**src/rtl/motor_ramp_pkg.sv**
```systemverilog
// motor_ramp_pkg
//   Shared definitions for the three-level motor soft-start/soft-stop sequencer:
//   state encoding, default dwell counter width and the ramp-up dwell helper.
package motor_ramp_pkg;

  // Default dwell counter width.
  localparam int unsigned CNT_W_DEF = 32'd16;

  // State codes are also exported on state_o, so the values are fixed.
  typedef enum logic [2:0] {
    ST_IDLE   = 3'd0,
    ST_RAMP30 = 3'd1,
    ST_RAMP50 = 3'd2,
    ST_RUN100 = 3'd3,
    ST_DEC50  = 3'd4,
    ST_DEC30  = 3'd5,
    ST_FAULT  = 3'd6
  } state_t;

  // Ramp-up dwell in cycles: a quarter of the nominal time in fast mode,
  // never shorter than one cycle.
  function automatic int unsigned dwell_up(input int unsigned t, input logic fast);
    int unsigned q;
    q = t >> 2;
    if (fast) begin
      if (q == 32'd0) begin
        dwell_up = 32'd1;
      end else begin
        dwell_up = q;
      end
    end else begin
      dwell_up = t;
    end
  endfunction

endpackage

```
**src/rtl/motor_ramp_sequencer_timer.sv**
```systemverilog
// ramp_dwell_timer
//   Down-counting dwell timer. A load presets the count (dwell-1); the count
//   then decrements while dec is high and stops at zero.
//   clk, reset : clock, asynchronous active-high reset (count -> 0)
//   load/value : preset the counter to value on this edge
//   dec        : decrement enable
//   zero       : count is zero (current timed state ends on this edge)
module ramp_dwell_timer
  import motor_ramp_pkg::*;
#(
  parameter int unsigned CNT_W = CNT_W_DEF
) (
  input  logic             clk,
  input  logic             reset,
  input  logic             load,
  input  logic [CNT_W-1:0] value,
  input  logic             dec,
  output logic             zero
);

  logic [CNT_W-1:0] cnt_r;

  assign zero = (cnt_r == {CNT_W{1'b0}});

  // Dwell counter: load has priority over the decrement.
  always_ff @(posedge clk or posedge reset) begin
    if (reset) begin
      cnt_r <= {CNT_W{1'b0}};
    end else if (load) begin
      cnt_r <= value;
    end else if (dec && !zero) begin
      cnt_r <= cnt_r - {{(CNT_W-1){1'b0}}, 1'b1};
    end else begin
      cnt_r <= cnt_r;
    end
  end

endmodule

```
**src/rtl/motor_ramp_sequencer.sv**
```systemverilog
// motor_ramp_sequencer
//   Soft-start/soft-stop controller for a 30/50/100 % motor drive. A run
//   request ramps 30->50->100 with timed dwells; dropping it ramps down
//   100->50->30->off. A fault latches the drive off until acknowledged, after
//   which run_req must be seen low before a restart is accepted.
//   clk, reset            : clock, asynchronous active-high reset
//   run_req               : 1 = run / ramp up, 0 = stop / ramp down
//   fast                  : fast-start select, sampled when leaving IDLE
//   fault, fault_clr      : drive fault level, single-cycle acknowledge
//   out_30/out_50/out_100 : one-hot drive level (all 0 in IDLE and FAULT)
//   state_o               : current state code
//   running, fault_latched: status for RUN100 / FAULT
module motor_ramp_sequencer
  import motor_ramp_pkg::*;
#(
  parameter int unsigned CNT_W   = CNT_W_DEF,
  parameter int unsigned T30_CYC = 32'd1000,
  parameter int unsigned T50_CYC = 32'd1000,
  parameter int unsigned TDN_CYC = 32'd500
) (
  input  logic       clk,
  input  logic       reset,
  input  logic       run_req,
  input  logic       fast,
  input  logic       fault,
  input  logic       fault_clr,
  output logic       out_30,
  output logic       out_50,
  output logic       out_100,
  output logic [2:0] state_o,
  output logic       running,
  output logic       fault_latched
);

  // Timer preload values are dwell-1 so that a timed state lasts dwell cycles.
  localparam logic [CNT_W-1:0] LD30_SLOW_C = CNT_W'(dwell_up(T30_CYC, 1'b0) - 32'd1);
  localparam logic [CNT_W-1:0] LD30_FAST_C = CNT_W'(dwell_up(T30_CYC, 1'b1) - 32'd1);
  localparam logic [CNT_W-1:0] LD50_SLOW_C = CNT_W'(dwell_up(T50_CYC, 1'b0) - 32'd1);
  localparam logic [CNT_W-1:0] LD50_FAST_C = CNT_W'(dwell_up(T50_CYC, 1'b1) - 32'd1);
  localparam logic [CNT_W-1:0] LDDN_C      = CNT_W'(TDN_CYC - 32'd1);

  state_t           state_r;
  state_t           next_state_s;
  logic             armed_r;
  logic             armed_nxt_s;
  logic             fast_lat_r;
  logic             fast_lat_nxt_s;
  logic             fast_sel_s;
  logic [CNT_W-1:0] ld30_s;
  logic [CNT_W-1:0] ld50_s;
  logic             load_s;
  logic [CNT_W-1:0] load_val_s;
  logic             zero_s;
  logic             out_30_r;
  logic             out_50_r;
  logic             out_100_r;
  logic [2:0]       state_o_r;
  logic             running_r;
  logic             fault_latched_r;

  ramp_dwell_timer #(
    .CNT_W (CNT_W)
  ) u_timer (
    .clk   (clk),
    .reset (reset),
    .load  (load_s),
    .value (load_val_s),
    .dec   (1'b1),
    .zero  (zero_s)
  );

  // Fast mode in effect: the live input when leaving IDLE, else the latched copy.
  always_comb begin
    if (state_r == ST_IDLE) begin
      fast_sel_s = fast;
    end else begin
      fast_sel_s = fast_lat_r;
    end
  end

  // Ramp-up preloads for the fast mode in effect.
  always_comb begin
    if (fast_sel_s) begin
      ld30_s = LD30_FAST_C;
      ld50_s = LD50_FAST_C;
    end else begin
      ld30_s = LD30_SLOW_C;
      ld50_s = LD50_SLOW_C;
    end
  end

  // Next-state, timer load and flag update; fault overrides everything.
  always_comb begin
    next_state_s   = state_r;
    armed_nxt_s    = armed_r;
    fast_lat_nxt_s = fast_lat_r;
    load_s         = 1'b0;
    load_val_s     = {CNT_W{1'b0}};
    if (fault) begin
      next_state_s = ST_FAULT;
    end else begin
      case (state_r)
        ST_IDLE: begin
          if (run_req && armed_r) begin
            next_state_s   = ST_RAMP30;
            fast_lat_nxt_s = fast;
            load_s         = 1'b1;
            load_val_s     = ld30_s;
          end else if (!run_req) begin
            armed_nxt_s = 1'b1;
          end else begin
            next_state_s = ST_IDLE;
          end
        end
        ST_RAMP30: begin
          if (!run_req) begin
            next_state_s = ST_IDLE;
          end else if (zero_s) begin
            next_state_s = ST_RAMP50;
            load_s       = 1'b1;
            load_val_s   = ld50_s;
          end else begin
            next_state_s = ST_RAMP30;
          end
        end
        ST_RAMP50: begin
          if (!run_req) begin
            next_state_s = ST_DEC30;
            load_s       = 1'b1;
            load_val_s   = LDDN_C;
          end else if (zero_s) begin
            next_state_s = ST_RUN100;
          end else begin
            next_state_s = ST_RAMP50;
          end
        end
        ST_RUN100: begin
          if (!run_req) begin
            next_state_s = ST_DEC50;
            load_s       = 1'b1;
            load_val_s   = LDDN_C;
          end else begin
            next_state_s = ST_RUN100;
          end
        end
        // A renewed run request during ramp-down climbs back with a fresh up-dwell.
        ST_DEC50: begin
          if (run_req) begin
            next_state_s = ST_RAMP50;
            load_s       = 1'b1;
            load_val_s   = ld50_s;
          end else if (zero_s) begin
            next_state_s = ST_DEC30;
            load_s       = 1'b1;
            load_val_s   = LDDN_C;
          end else begin
            next_state_s = ST_DEC50;
          end
        end
        ST_DEC30: begin
          if (run_req) begin
            next_state_s = ST_RAMP30;
            load_s       = 1'b1;
            load_val_s   = ld30_s;
          end else if (zero_s) begin
            next_state_s = ST_IDLE;
          end else begin
            next_state_s = ST_DEC30;
          end
        end
        // Leaving FAULT disarms, so a held run_req cannot restart the motor.
        ST_FAULT: begin
          if (fault_clr) begin
            next_state_s = ST_IDLE;
            armed_nxt_s  = 1'b0;
          end else begin
            next_state_s = ST_FAULT;
          end
        end
        default: begin
          next_state_s = ST_IDLE;
        end
      endcase
    end
  end

  // State, flags and outputs; outputs are registered copies decoded from the next state.
  always_ff @(posedge clk or posedge reset) begin
    if (reset) begin
      state_r         <= ST_IDLE;
      armed_r         <= 1'b0;
      fast_lat_r      <= 1'b0;
      out_30_r        <= 1'b0;
      out_50_r        <= 1'b0;
      out_100_r       <= 1'b0;
      state_o_r       <= 3'd0;
      running_r       <= 1'b0;
      fault_latched_r <= 1'b0;
    end else begin
      state_r         <= next_state_s;
      armed_r         <= armed_nxt_s;
      fast_lat_r      <= fast_lat_nxt_s;
      out_30_r        <= (next_state_s == ST_RAMP30) || (next_state_s == ST_DEC30);
      out_50_r        <= (next_state_s == ST_RAMP50) || (next_state_s == ST_DEC50);
      out_100_r       <= (next_state_s == ST_RUN100);
      state_o_r       <= next_state_s;
      running_r       <= (next_state_s == ST_RUN100);
      fault_latched_r <= (next_state_s == ST_FAULT);
    end
  end

  assign out_30        = out_30_r;
  assign out_50        = out_50_r;
  assign out_100       = out_100_r;
  assign state_o       = state_o_r;
  assign running       = running_r;
  assign fault_latched = fault_latched_r;

endmodule

```
**config.mk**
```make
export PLATFORM = sky130hd
export DESIGN_NAME = motor_ramp_sequencer
export DESIGN_NICKNAME = d
export VERILOG_FILES = /design/src/rtl/motor_ramp_pkg.sv /design/src/rtl/motor_ramp_sequencer_timer.sv /design/src/rtl/motor_ramp_sequencer.sv
export SDC_FILE = /design/constraint.sdc
export NUM_CORES = 1
export LEC_CHECK = 0
export CORE_ASPECT_RATIO = 2
export CORE_MARGIN = 3
export CORE_UTILIZATION = 51
export DETAILED_ROUTE_END_ITERATION = 10
export GPL_TIMING_DRIVEN = 0
export PLACE_DENSITY = 0.73
export RECOVER_POWER = 25
export SYNTH_ARGS = -nofsm -noshare
export SYNTH_HDL_FRONTEND = slang
export SYNTH_SLANG_ARGS = --single-unit
```
**constraint.sdc**
```tcl
create_clock -name clk -period 1.8 [get_ports clk]
set_input_delay 0.27 -clock clk [delete_from_list [all_inputs] [get_ports clk]]
set_output_delay 0.27 -clock clk [all_outputs]
set_load 0.02 [all_outputs]
```
==> run_results.csv <==
group,metric,value,unit
run_status,status,"complete, but fails checks",
run_status,violations,"negative setup slack",
critical_path,crit_path_max_incr_delay,0.45,ns
power_and_ir_drop,power.total,2130,µW
synthesis,ys_seq_area_frac,0.389,
die,fp-row-count,28,
critical_path,cp_common_cell,"buf_4",
timing,post-route-period-util,1.09,
timing,hold_viol_final,0,
final_layout,drive_gt1_frac,0.343,
critical_path,crit_chain,"nor4_4 -> buf_4 -> nand4_1 -> buf_4 -> o41ai_4 -> o22ai_2 -> a21boi_1",
critical_path,endpoint_kind,"register",
die,io_pins,14,
critical_path,critPathRequiredTime,1.96,ns
synthesis,ys_types,49,
drt,drt-pass1-iter-count,6,
drt,route.vias.total,1415,
synthesis,yosysWarnings,0,
timing,slew_headroom,0.363,
synthesis,synthCells,164,
synthesis,synth_seq_cells,25,
power_and_ir_drop,power_leakage,0.000880,µW
drt,drt_drc_violations_left,0,
global_routing,grt_overflow,0,
drt,finalWirelength,4230,µm
hold_path,min_path_type,"reg2reg",
placement,dp_worst_setup_slack,-0.437,ns
clock_network,clkSinkCount,25,
clock_network,cts_hold_buffers,0,
critical_path,reg2reg_slack,-0.16,ns
final_layout,final_common_cell,"buf_4",
timing,period_needed,1.96,ns
drt,wl_per_cell,18.3,µm
timing,tightest_slew,0.954,ns
global_routing,antenna_found_initial,0,
die,core,2980,µm²
final_layout,regArea,634,µm²
synthesis,synthTopCellsByArea,"dfrtp_1 39%, xnor2_1 4.4%, nor4_4 4.0%, xor2_1 3.8%, nor2_1 3.7%",
placement,post-dp-hpwl,2670,µm
power_and_ir_drop,ir_drop,0.000734,V
run,cap_violations,0,
synthesis,syn_nets,172,
timing,skew,0.00865,ns
synthesis,synth.top_cell.area_share,0.389,
clock_network,cts_buffers,3,
clock_network,cts-root-buf,"clkbuf_8",
global_routing,grt_max_degree,26,
final_layout,insertedDiodeCount,0,
critical_path,crit_type,"reg2reg",
timing,drv_slew,0,
clock_network,cts_max_level,1,
synthesis,syn_area,1610,µm²
die,initial_utilization,0.540,
placement,gp_congestion,0.824,
power_and_ir_drop,powerDensity,997,nW/µm²
final_layout,multi_input_area,1060,µm²
timing,worst_slack,-0.156,ns
critical_path,cp-start-kind,"register",
final_layout,final_cell_mix,"24 x buf_4, 18 x dfrtp_1, 15 x nor2_1",
clock_network,clk_latency,0.28,ns
synthesis,synth_edf_count,0,
drt,via_per_inst,6.13,
final_layout,finalInstanceArea,2130,µm²
final_layout,syn_to_final_growth,32.8,%
placement,port-buffer-count,12,
die,die_w,45.7,µm
synthesis,synth_ff_type,"dfrtp_1",
global_routing,grt_pass1_vias,1433,
synthesis,yosysTopAreaCell,"dfrtp_1",
global_routing,grt_usage,0.231,
clock_network,cts_max_path_buffers,2,
clock_network,tritoncts,"built",
drt,drt.antenna.violating_nets,0,
synthesis,async_reset_ff_frac,1.00,
die,chipHeight,85.4,µm
timing,rsz0062_at_grt,"true",
final_layout,utilization,0.717,
clock_network,clkTransAtPathRegs,0.10,ns
critical_path,cp_max_fo,4,
critical_path,worst_ep_arrival_time,2.12,ns
timing,finalSetupViolations,15,
die,dieArea,3900,µm²
final_layout,fillers,214,
critical_path,cp_slowest_cell,"dfrtp_2",
synthesis,avgSynthCellArea,9.80,µm²
drt,drt_iter0_markers,47,
global_routing,grt_pass1_wl,6720,µm
timing,max_freq,511,MHz
placement,placed_cell_area,1770,µm²
final_layout,nets,210,
timing,final.setup.tns,-1.17,ns
synth_stat cells (all sizes together), types with 2 or more instances:
cell    instances
a21boi          2
a21oi           6
and3b           3
buf             6
clkbuf          3
dfrtp          25
ha              2
inv             4
nand2          10
nand2b          3
nand3           5
nand3b          2
nand4           2
nor2           16
nor2b           6
nor3            6
nor3b           3
nor4            8
o21ai          10
o31ai           4
or2             2
or3             3
or4             2
xnor2           8
xor2            7
critical path: cells and delay by family (launching register included):
family	cells	cell delay, ns
AO/OA/AOI/OAI	3	0.56
flip-flops	1	0.45
AND/OR/NAND/NOR	2	0.44
buffers and inverters	2	0.37
flip-flops by register name, summed over array words and instances (netlist names):
name and count:
running 1, out_50 1, fast_lat_r 1, out_30 1
u_timer.cnt_r 16, armed_r 1, state_o 3, fault_latched 1
metal layers:
metal	vias up	part of all wire	global-route usage
met2	28	0.59	0.417
met4	0	0.039	0.0933
li1	668	-	-
met1	704	0.35	0.258
met5	-	0	0
met3	15	0.020	0.0212
cells by family (layout without fill, tap and decap cells):
logic type	Yosys count	in the layout	share of synthesized area
adders and majority gates	2	2	0.0156
xor gates and xnor gates	15	15	0.0817
AOI/OAI and AO/OA	31	31	0.144
buffers and inverters	13	50	0.0373
DFF	25	25	0.389
and+or+nand+nor	76	76	0.319
muxes	2	2	0.0132
power by group:
group          switching (µW)  internal, µW
Sequential                169           695
Clock                     195           158
Combinational             446           466
Total                     810          1320
path summary, 6_finish.rpt:
path	from	cells past startpoint	end
setup / recovery	u_timer.cnt_r[4]	7	u_timer.cnt_r[3]
hold / removal	fast_lat_r	1	fast_lat_r
setup reg to reg	u_timer.cnt_r[4]	7	u_timer.cnt_r[3]
hold reg to reg	fast_lat_r	1	fast_lat_r
max in group asynchronous	reset	2	u_timer.cnt_r[4]
min in group asynchronous	reset	2	state_o[1]
final cells by class:
| cell class | count | area share |
|---|---|---|
| plain buffers | 7 | 0.0211 |
| clock buffers | 3 | 0.0193 |
| clock inverters | 1 | 0.00352 |
| inverters | 4 | 0.00703 |
| multi-input cells | 126 | 0.495 |
| flip-flops and latches | 25 | 0.297 |
| well taps | 30 | 0.0176 |
| repair buffers | 35 | 0.139 |
through the flow:
stage,hold WS (ns),std cells
after floorplan,0.297,164
final,0.525,231
after CTS,0.533,224
after global placement,0.498,206
after global routing,0.573,231
after detailed placement,0.514,206
what timing repair did:
item                       in CTS  in global routing
setup buffers                  15                  8
pin swaps                      10                 11
setup endpoints to repair      21                 21
gates resized for setup        14                 26
gates cloned                    0                  0
No activity file was read; power rests on OpenSTA's default activity.
